--- src/rtl/md5_padder.sv ---
// md5_padder: byte-stream front end for the md5sum core.
// Packs bytes into little-endian 32-bit words and appends MD5 padding:
// 0x80, then zeros, then the 64-bit message bit length.
// Feeds the core one 16-word block at a time and waits for core_done between blocks.
// Optional feature macro: MD5_PADDER_BLKCNT_EN adds a saturating blk_cnt[15:0] output.
module md5_padder #(
    parameter int unsigned LEN_W = 61
) (
    input  logic        clk,
    input  logic        rst,
    input  logic        in_valid,
    output logic        in_ready,
    input  logic [7:0]  in_data,
    input  logic        in_last,
    input  logic        in_empty,
    output logic [31:0] out_msg,
    output logic        out_we,
    input  logic        core_rdy,
    input  logic        core_done,
    output logic        msg_done
`ifdef MD5_PADDER_BLKCNT_EN
    ,
    output logic [15:0] blk_cnt
`endif
);

    localparam int unsigned WORD_W  = 32;
    localparam int unsigned BLEN_W  = 64;
    localparam logic [3:0]  LAST_IDX = 4'd15;
    localparam logic [3:0]  LEN_IDX  = 4'd14;
    localparam logic [7:0]  PAD_BYTE = 8'h80;

    typedef enum logic [2:0] {
        S_IDLE,
        S_LOAD,
        S_SEND,
        S_PAD,
        S_LENLO,
        S_LENHI,
        S_WAITD
    } state_t;

    state_t              state_q;
    logic [LEN_W-1:0]    byte_cnt_q;
    logic [BLEN_W-1:0]   bit_len_q;
    logic [1:0]          lane_q;
    logic [3:0]          word_idx_q;
    logic                pad_pending_q;   // 0x80 still owed at lane 0 of the next word
    logic                padding_q;       // message ended, padding/length still in progress
    logic                final_q;         // current block carries the length words
    logic                in_ready_q;
    logic                out_we_q;
    logic [WORD_W-1:0]   out_msg_q;
    logic                msg_done_q;

    logic                xfer_c;
    logic [LEN_W-1:0]    cnt_inc_c;
    logic [3:0]          word_idx_inc_c;
    logic [WORD_W-1:0]   asm_base_c;
    logic [WORD_W-1:0]   asm_byte_c;
    logic [WORD_W-1:0]   asm_term_c;
    logic [WORD_W-1:0]   asm_empty_c;
    logic [WORD_W-1:0]   pad_word_c;
    state_t              pad_state_c;

    assign in_ready = in_ready_q;
    assign out_we   = out_we_q;
    assign out_msg  = out_msg_q;
    assign msg_done = msg_done_q;

    assign xfer_c         = out_we_q & core_rdy;
    assign cnt_inc_c      = byte_cnt_q + LEN_W'(1);
    assign word_idx_inc_c = word_idx_q + 4'd1;

    // Word assembly: new byte in the current lane, optionally followed by the 0x80 terminator
    always_comb begin
        asm_base_c  = (lane_q == 2'd0) ? '0 : out_msg_q;
        asm_byte_c  = asm_base_c;
        asm_byte_c[{lane_q, 3'b000} +: 8] = in_data;
        asm_term_c  = asm_byte_c;
        asm_term_c[{lane_q + 2'd1, 3'b000} +: 8] = PAD_BYTE;
        asm_empty_c = asm_base_c;
        asm_empty_c[{lane_q, 3'b000} +: 8] = PAD_BYTE;
    end

    // Next padding word after a transfer: owed 0x80 first, low length word at index 14, else zero
    always_comb begin
        pad_word_c  = '0;
        pad_state_c = S_PAD;
        if (pad_pending_q) begin
            pad_word_c = WORD_W'(PAD_BYTE);
        end else if (word_idx_inc_c == LEN_IDX) begin
            pad_word_c  = bit_len_q[WORD_W-1:0];
            pad_state_c = S_LENLO;
        end
    end

    // Control FSM with registered handshake outputs and word datapath
    always_ff @(posedge clk) begin
        if (rst) begin
            state_q       <= S_IDLE;
            byte_cnt_q    <= '0;
            bit_len_q     <= '0;
            lane_q        <= '0;
            word_idx_q    <= '0;
            pad_pending_q <= 1'b0;
            padding_q     <= 1'b0;
            final_q       <= 1'b0;
            in_ready_q    <= 1'b0;
            out_we_q      <= 1'b0;
            out_msg_q     <= '0;
            msg_done_q    <= 1'b0;
        end else begin
            msg_done_q <= 1'b0;
            case (state_q)
                S_IDLE: begin
                    state_q    <= S_LOAD;
                    in_ready_q <= 1'b1;
                end

                S_LOAD: begin
                    if (in_valid && in_ready_q) begin
                        if (in_last) begin
                            state_q    <= S_SEND;
                            in_ready_q <= 1'b0;
                            out_we_q   <= 1'b1;
                            padding_q  <= 1'b1;
                            lane_q     <= '0;
                            if (in_empty) begin
                                bit_len_q <= BLEN_W'({byte_cnt_q, 3'b000});
                                out_msg_q <= asm_empty_c;
                            end else begin
                                byte_cnt_q <= cnt_inc_c;
                                bit_len_q  <= BLEN_W'({cnt_inc_c, 3'b000});
                                if (lane_q == 2'd3) begin
                                    out_msg_q     <= asm_byte_c;
                                    pad_pending_q <= 1'b1;
                                end else begin
                                    out_msg_q <= asm_term_c;
                                end
                            end
                        end else if (!in_empty) begin
                            byte_cnt_q <= cnt_inc_c;
                            out_msg_q  <= asm_byte_c;
                            lane_q     <= lane_q + 2'd1;
                            if (lane_q == 2'd3) begin
                                state_q    <= S_SEND;
                                in_ready_q <= 1'b0;
                                out_we_q   <= 1'b1;
                            end
                        end
                    end
                end

                S_SEND, S_PAD: begin
                    if (xfer_c) begin
                        word_idx_q <= word_idx_inc_c;
                        if (word_idx_q == LAST_IDX) begin
                            state_q  <= S_WAITD;
                            out_we_q <= 1'b0;
                        end else if (padding_q) begin
                            state_q       <= pad_state_c;
                            out_msg_q     <= pad_word_c;
                            pad_pending_q <= 1'b0;
                        end else begin
                            state_q    <= S_LOAD;
                            out_we_q   <= 1'b0;
                            in_ready_q <= 1'b1;
                        end
                    end
                end

                S_LENLO: begin
                    if (xfer_c) begin
                        word_idx_q <= word_idx_inc_c;
                        out_msg_q  <= bit_len_q[BLEN_W-1:WORD_W];
                        state_q    <= S_LENHI;
                    end
                end

                S_LENHI: begin
                    if (xfer_c) begin
                        word_idx_q <= word_idx_inc_c;
                        out_we_q   <= 1'b0;
                        final_q    <= 1'b1;
                        state_q    <= S_WAITD;
                    end
                end

                S_WAITD: begin
                    if (core_done) begin
                        if (final_q) begin
                            msg_done_q    <= 1'b1;
                            byte_cnt_q    <= '0;
                            lane_q        <= '0;
                            word_idx_q    <= '0;
                            pad_pending_q <= 1'b0;
                            padding_q     <= 1'b0;
                            final_q       <= 1'b0;
                            state_q       <= S_LOAD;
                            in_ready_q    <= 1'b1;
                        end else if (padding_q) begin
                            state_q       <= S_PAD;
                            out_we_q      <= 1'b1;
                            out_msg_q     <= pad_pending_q ? WORD_W'(PAD_BYTE) : '0;
                            pad_pending_q <= 1'b0;
                        end else begin
                            state_q    <= S_LOAD;
                            in_ready_q <= 1'b1;
                        end
                    end
                end

                default: begin
                    state_q    <= S_IDLE;
                    in_ready_q <= 1'b0;
                    out_we_q   <= 1'b0;
                end
            endcase
        end
    end

`ifdef MD5_PADDER_BLKCNT_EN
    logic [15:0] blk_cnt_q;

    assign blk_cnt = blk_cnt_q;

    // Saturating count of blocks handed to the core, cleared after each message
    always_ff @(posedge clk) begin
        if (rst || msg_done_q) begin
            blk_cnt_q <= '0;
        end else if (xfer_c && (word_idx_q == LAST_IDX) && (blk_cnt_q != 16'hFFFF)) begin
            blk_cnt_q <= blk_cnt_q + 16'd1;
        end
    end
`endif

endmodule

--- config.mk ---
export PLATFORM = sky130hd
export DESIGN_NAME = md5_padder
export DESIGN_NICKNAME = d
export VERILOG_FILES = /design/src/rtl/md5_padder.sv
export SDC_FILE = /design/constraint.sdc
export NUM_CORES = 1
export LEC_CHECK = 0
export ABC_AREA = 1
export ABC_CLOCK_PERIOD_IN_PS = 3900
export CAP_MARGIN = 0
export CORE_MARGIN = 2
export CORE_UTILIZATION = 66
export DETAILED_ROUTE_END_ITERATION = 8
export PLACE_DENSITY_LB_ADDON = 0.08
export SYNTH_ARGS = -nofsm -noshare
export SYNTH_HDL_FRONTEND = slang
export SYNTH_SLANG_ARGS = --single-unit
--- constraint.sdc ---
create_clock -name clk -period 3.9 [get_ports clk]
set_input_delay 0.39 -clock clk [delete_from_list [all_inputs] [get_ports clk]]
set_output_delay 0.39 -clock clk [all_outputs]
set_load 0.005 [all_outputs]
==> metrics.yaml <==
floorplanning:
  die_h_um: 128
  die_area_um2: 16400
  fp.dieW_um: 128
  initial_core_util: 0.673
  ios: 50
  coreArea_um2: 15100
  rows: 45
yosys:
  ys_ff_latch: 169
  synthesis.nets: 1679
  ys_types: 40
  netlist_area_um2: 10200
  synthesis.area_per_instance_um2: 6.17
  synth_edf_count: 0
  yosysWarnings: 0
  ys_seq_area_frac: 0.332
  synth_flop_cell: "dfxtp_1"
  async_flop_share: 0
  netlist_instances: 1651
critical_path:
  crit_fanout: 20
  arrival_ps: 3270
  r2r_end: "out_msg[19]$_SDFFE_PP0P_"
  cp-start-kind: "register"
  regToRegSetupSlack_ps: 1010
  required_ps: 4280
  rr_startpoint: "lane_q[0]$_SDFFE_PP0P_"
  endpoint_kind: "register"
  ff2ff_path_depth: 9
  path_class: "register to register"
detailed_routing:
  route.vias.total: 11600
  wl_per_cell_um: 18.5
  drt-initial-drc-count: 1629
  vias_per_cell: 6.26
  first_pass_iters: 6
  ant_nets: 0
  drt_wl_total_mm: 34.1
  drc: 0
placement:
  dp_cells: 1818
  dpl.hpwl_mm: 23.5
  dp_slack_ps: 1060
  place_congestion: 1.01
  port-buffer-count: 49
finish:
  final_util: 0.746
  num_antenna_cells: 0
  final_cell_mix: "nand2_1, a21oi_1, nor2_1"
  drive_gt1_frac: 0.0458
  mostFrequentLayoutCell: "nand2_1"
  final_cells: 1849
  num-nets-final: 1677
  areaGrowthSynthToFinish_pct: 11.0
timing:
  min_period_ps: 2890
  setup_ws_ps: 1010
  hold_viol: 0
  setup_tns_ps: 0
  setup_violations: 0
  fin_crit_sh: 0.740
  rsz0062_at_grt: "false"
  fmax_mhz: 346
  tightest_slew_ps: 1090
  slew_violations: 0
  slew-limit-headroom: 0.275
  skew_ps: 13.5
min_path:
  hold_path.class: "input pin to register"
  min-delay-start: "rst"
  holdPathEnd: "byte_cnt_q[17]$_SDFFE_PP0P_"
  min_path_cells: 2
grt:
  track_usage: 0.415
  antenna_found_initial: 1
  grt_pass1_wl_mm: 53.8
  grt_pass1_vias: 10500
  grt_start_max_net_pins: 93
  grt_overflow: 0
cts:
  clock_tree.buffer_depth: 2
  cts_buffers: 17
  cts_tree: "done"
  htreeDepth: 4
  path_clk_slew_ps: 70
  clk_latency_ps: 440
  cts_sinks: 169
  hold_buffers: 0
  cts_root_buf: "clkbuf_16"
  cts_resized: 0
  postCtsSetupBuffers: 0
power_and_ir_drop:
  pwr-share-comb: 0.333
  leakage_nw: 3.91
  peakVddDrop_mv: 0.353
  intPower_mw: 3.79
  p_per_area_nw_per_um2: 534
  switching_share: 0.371
  p_sw_mw: 2.24
  power_frac_seq: 0.358
  power_mw: 6.03
  pwr-share-clk: 0.309
job:
  maxCapViolCount: 0
status:
  status: "complete, no violations"
cell families after synthesis:
logic type      after synthesis  share of synthesized area
xor+xnor                     31                     0.0267
compound gates              396                      0.209
simple gates                861                      0.344
flops                       169                      0.332
fa+ha+maj                    13                     0.0160
buf+inv                     181                     0.0728
metal layers:
metal,GRT usage,vias up,wire [um]
met2,0.662,759,15300
met1,0.535,5193,13400
met4,0.200,2,1790
li1,-,5450,-
met3,0.0910,164,3650
met5,0,-,15
state kept, by name, summed over array words and instances (netlist names), named ones only:
name,cells
out_we,1
bit_len_q,61
msg_done,1
byte_cnt_q,61
out_msg,29
in_ready,1
final_q,1
lane_q,2
padding_q,1
state_q,3
pad_pending_q,1
word_idx_q,4
critical path, stage by stage (launching register included):
cell and delay (ps):
dfxtp_1 640, clkinv_1 390, ha_1 380, inv_1 460, nand4_1 360, o21ai_0 270
nand2_1 80, nand2_1 90, a21oi_1 50, nor2_1 100
synth_stat cells (2+ instances only):
library cell / n / area (um^2)
clkinv_1: 4 / 15.0
o211ai_1: 8 / 60.1
nor3_1: 6 / 30.0
nor2_4: 2 / 22.5
a211oi_1: 2 / 15.0
a31o_2: 5 / 43.8
o21bai_1: 5 / 37.5
nand2_1: 501 / 1880
inv_1: 87 / 327
o21ai_1: 9 / 45.0
a31oi_1: 6 / 37.5
buf_1: 11 / 41.3
nand3_1: 96 / 480
dfxtp_1: 169 / 3380
a22oi_1: 21 / 158
buf_4: 5 / 37.5
o31ai_1: 4 / 30.0
o21ai_0: 123 / 616
nor2_1: 208 / 781
a21oi_1: 208 / 1040
xnor2_1: 10 / 87.6
clkbuf_1: 48 / 180
buf_2: 17 / 85.1
ha_1: 13 / 163
xor2_1: 21 / 184
buf_6: 3 / 33.8
nand4_1: 31 / 194
or2_2: 6 / 37.5
inv_2: 6 / 22.5
nor2_2: 3 / 18.8
nand2_2: 4 / 25.0
final cells by class:
type	instances	area, um^2
Clock buffer	19	433
Multi-Input combinational cell	1301	6080
Fill cell	1242	3840
Timing Repair Buffer	63	613
Tap cell	188	235
Inverter	97	364
Sequential cell	169	3380
Clock inverter	12	200
power by group through the flow:
stage	logic, mW	clock network [mW]	registers (mW)
after global routing	2.22	1.92	2.18
after detailed placement	1.96	0	2.18
after floorplan	1.31	0	2.13
after CTS	1.97	1.85	2.15
after global placement	1.92	0	2.18
final	2.01	1.86	2.16
worst max path at each step:
| stage | start | end | slack [ps] | cells after the start |
|---|---|---|---|---|
| finish | lane_q[0]$_SDFFE_PP0P_ | out_msg[19]$_SDFFE_PP0P_ | 1010 | 9 |
| global route | lane_q[0]$_SDFFE_PP0P_ | out_msg[18]$_SDFFE_PP0P_ | 760 | 9 |
| floorplan | lane_q[0]$_SDFFE_PP0P_ | out_msg[18]$_SDFFE_PP0P_ | 1850 | 11 |
| detailed placement | lane_q[0]$_SDFFE_PP0P_ | out_msg[18]$_SDFFE_PP0P_ | 1060 | 9 |
| global placement | lane_q[0]$_SDFFE_PP0P_ | out_msg[18]$_SDFFE_PP0P_ | 1120 | 9 |
| CTS | lane_q[0]$_SDFFE_PP0P_ | out_msg[18]$_SDFFE_PP0P_ | 1060 | 9 |
per-stage QoR:
step	cell area [um^2]	hold WS, ps
after detailed placement	10700	465
after floorplan	10200	445
after global routing	11300	165
final	11300	156
after CTS	11300	158
after global placement	10700	456
No activity file was read; power rests on OpenSTA's default activity.
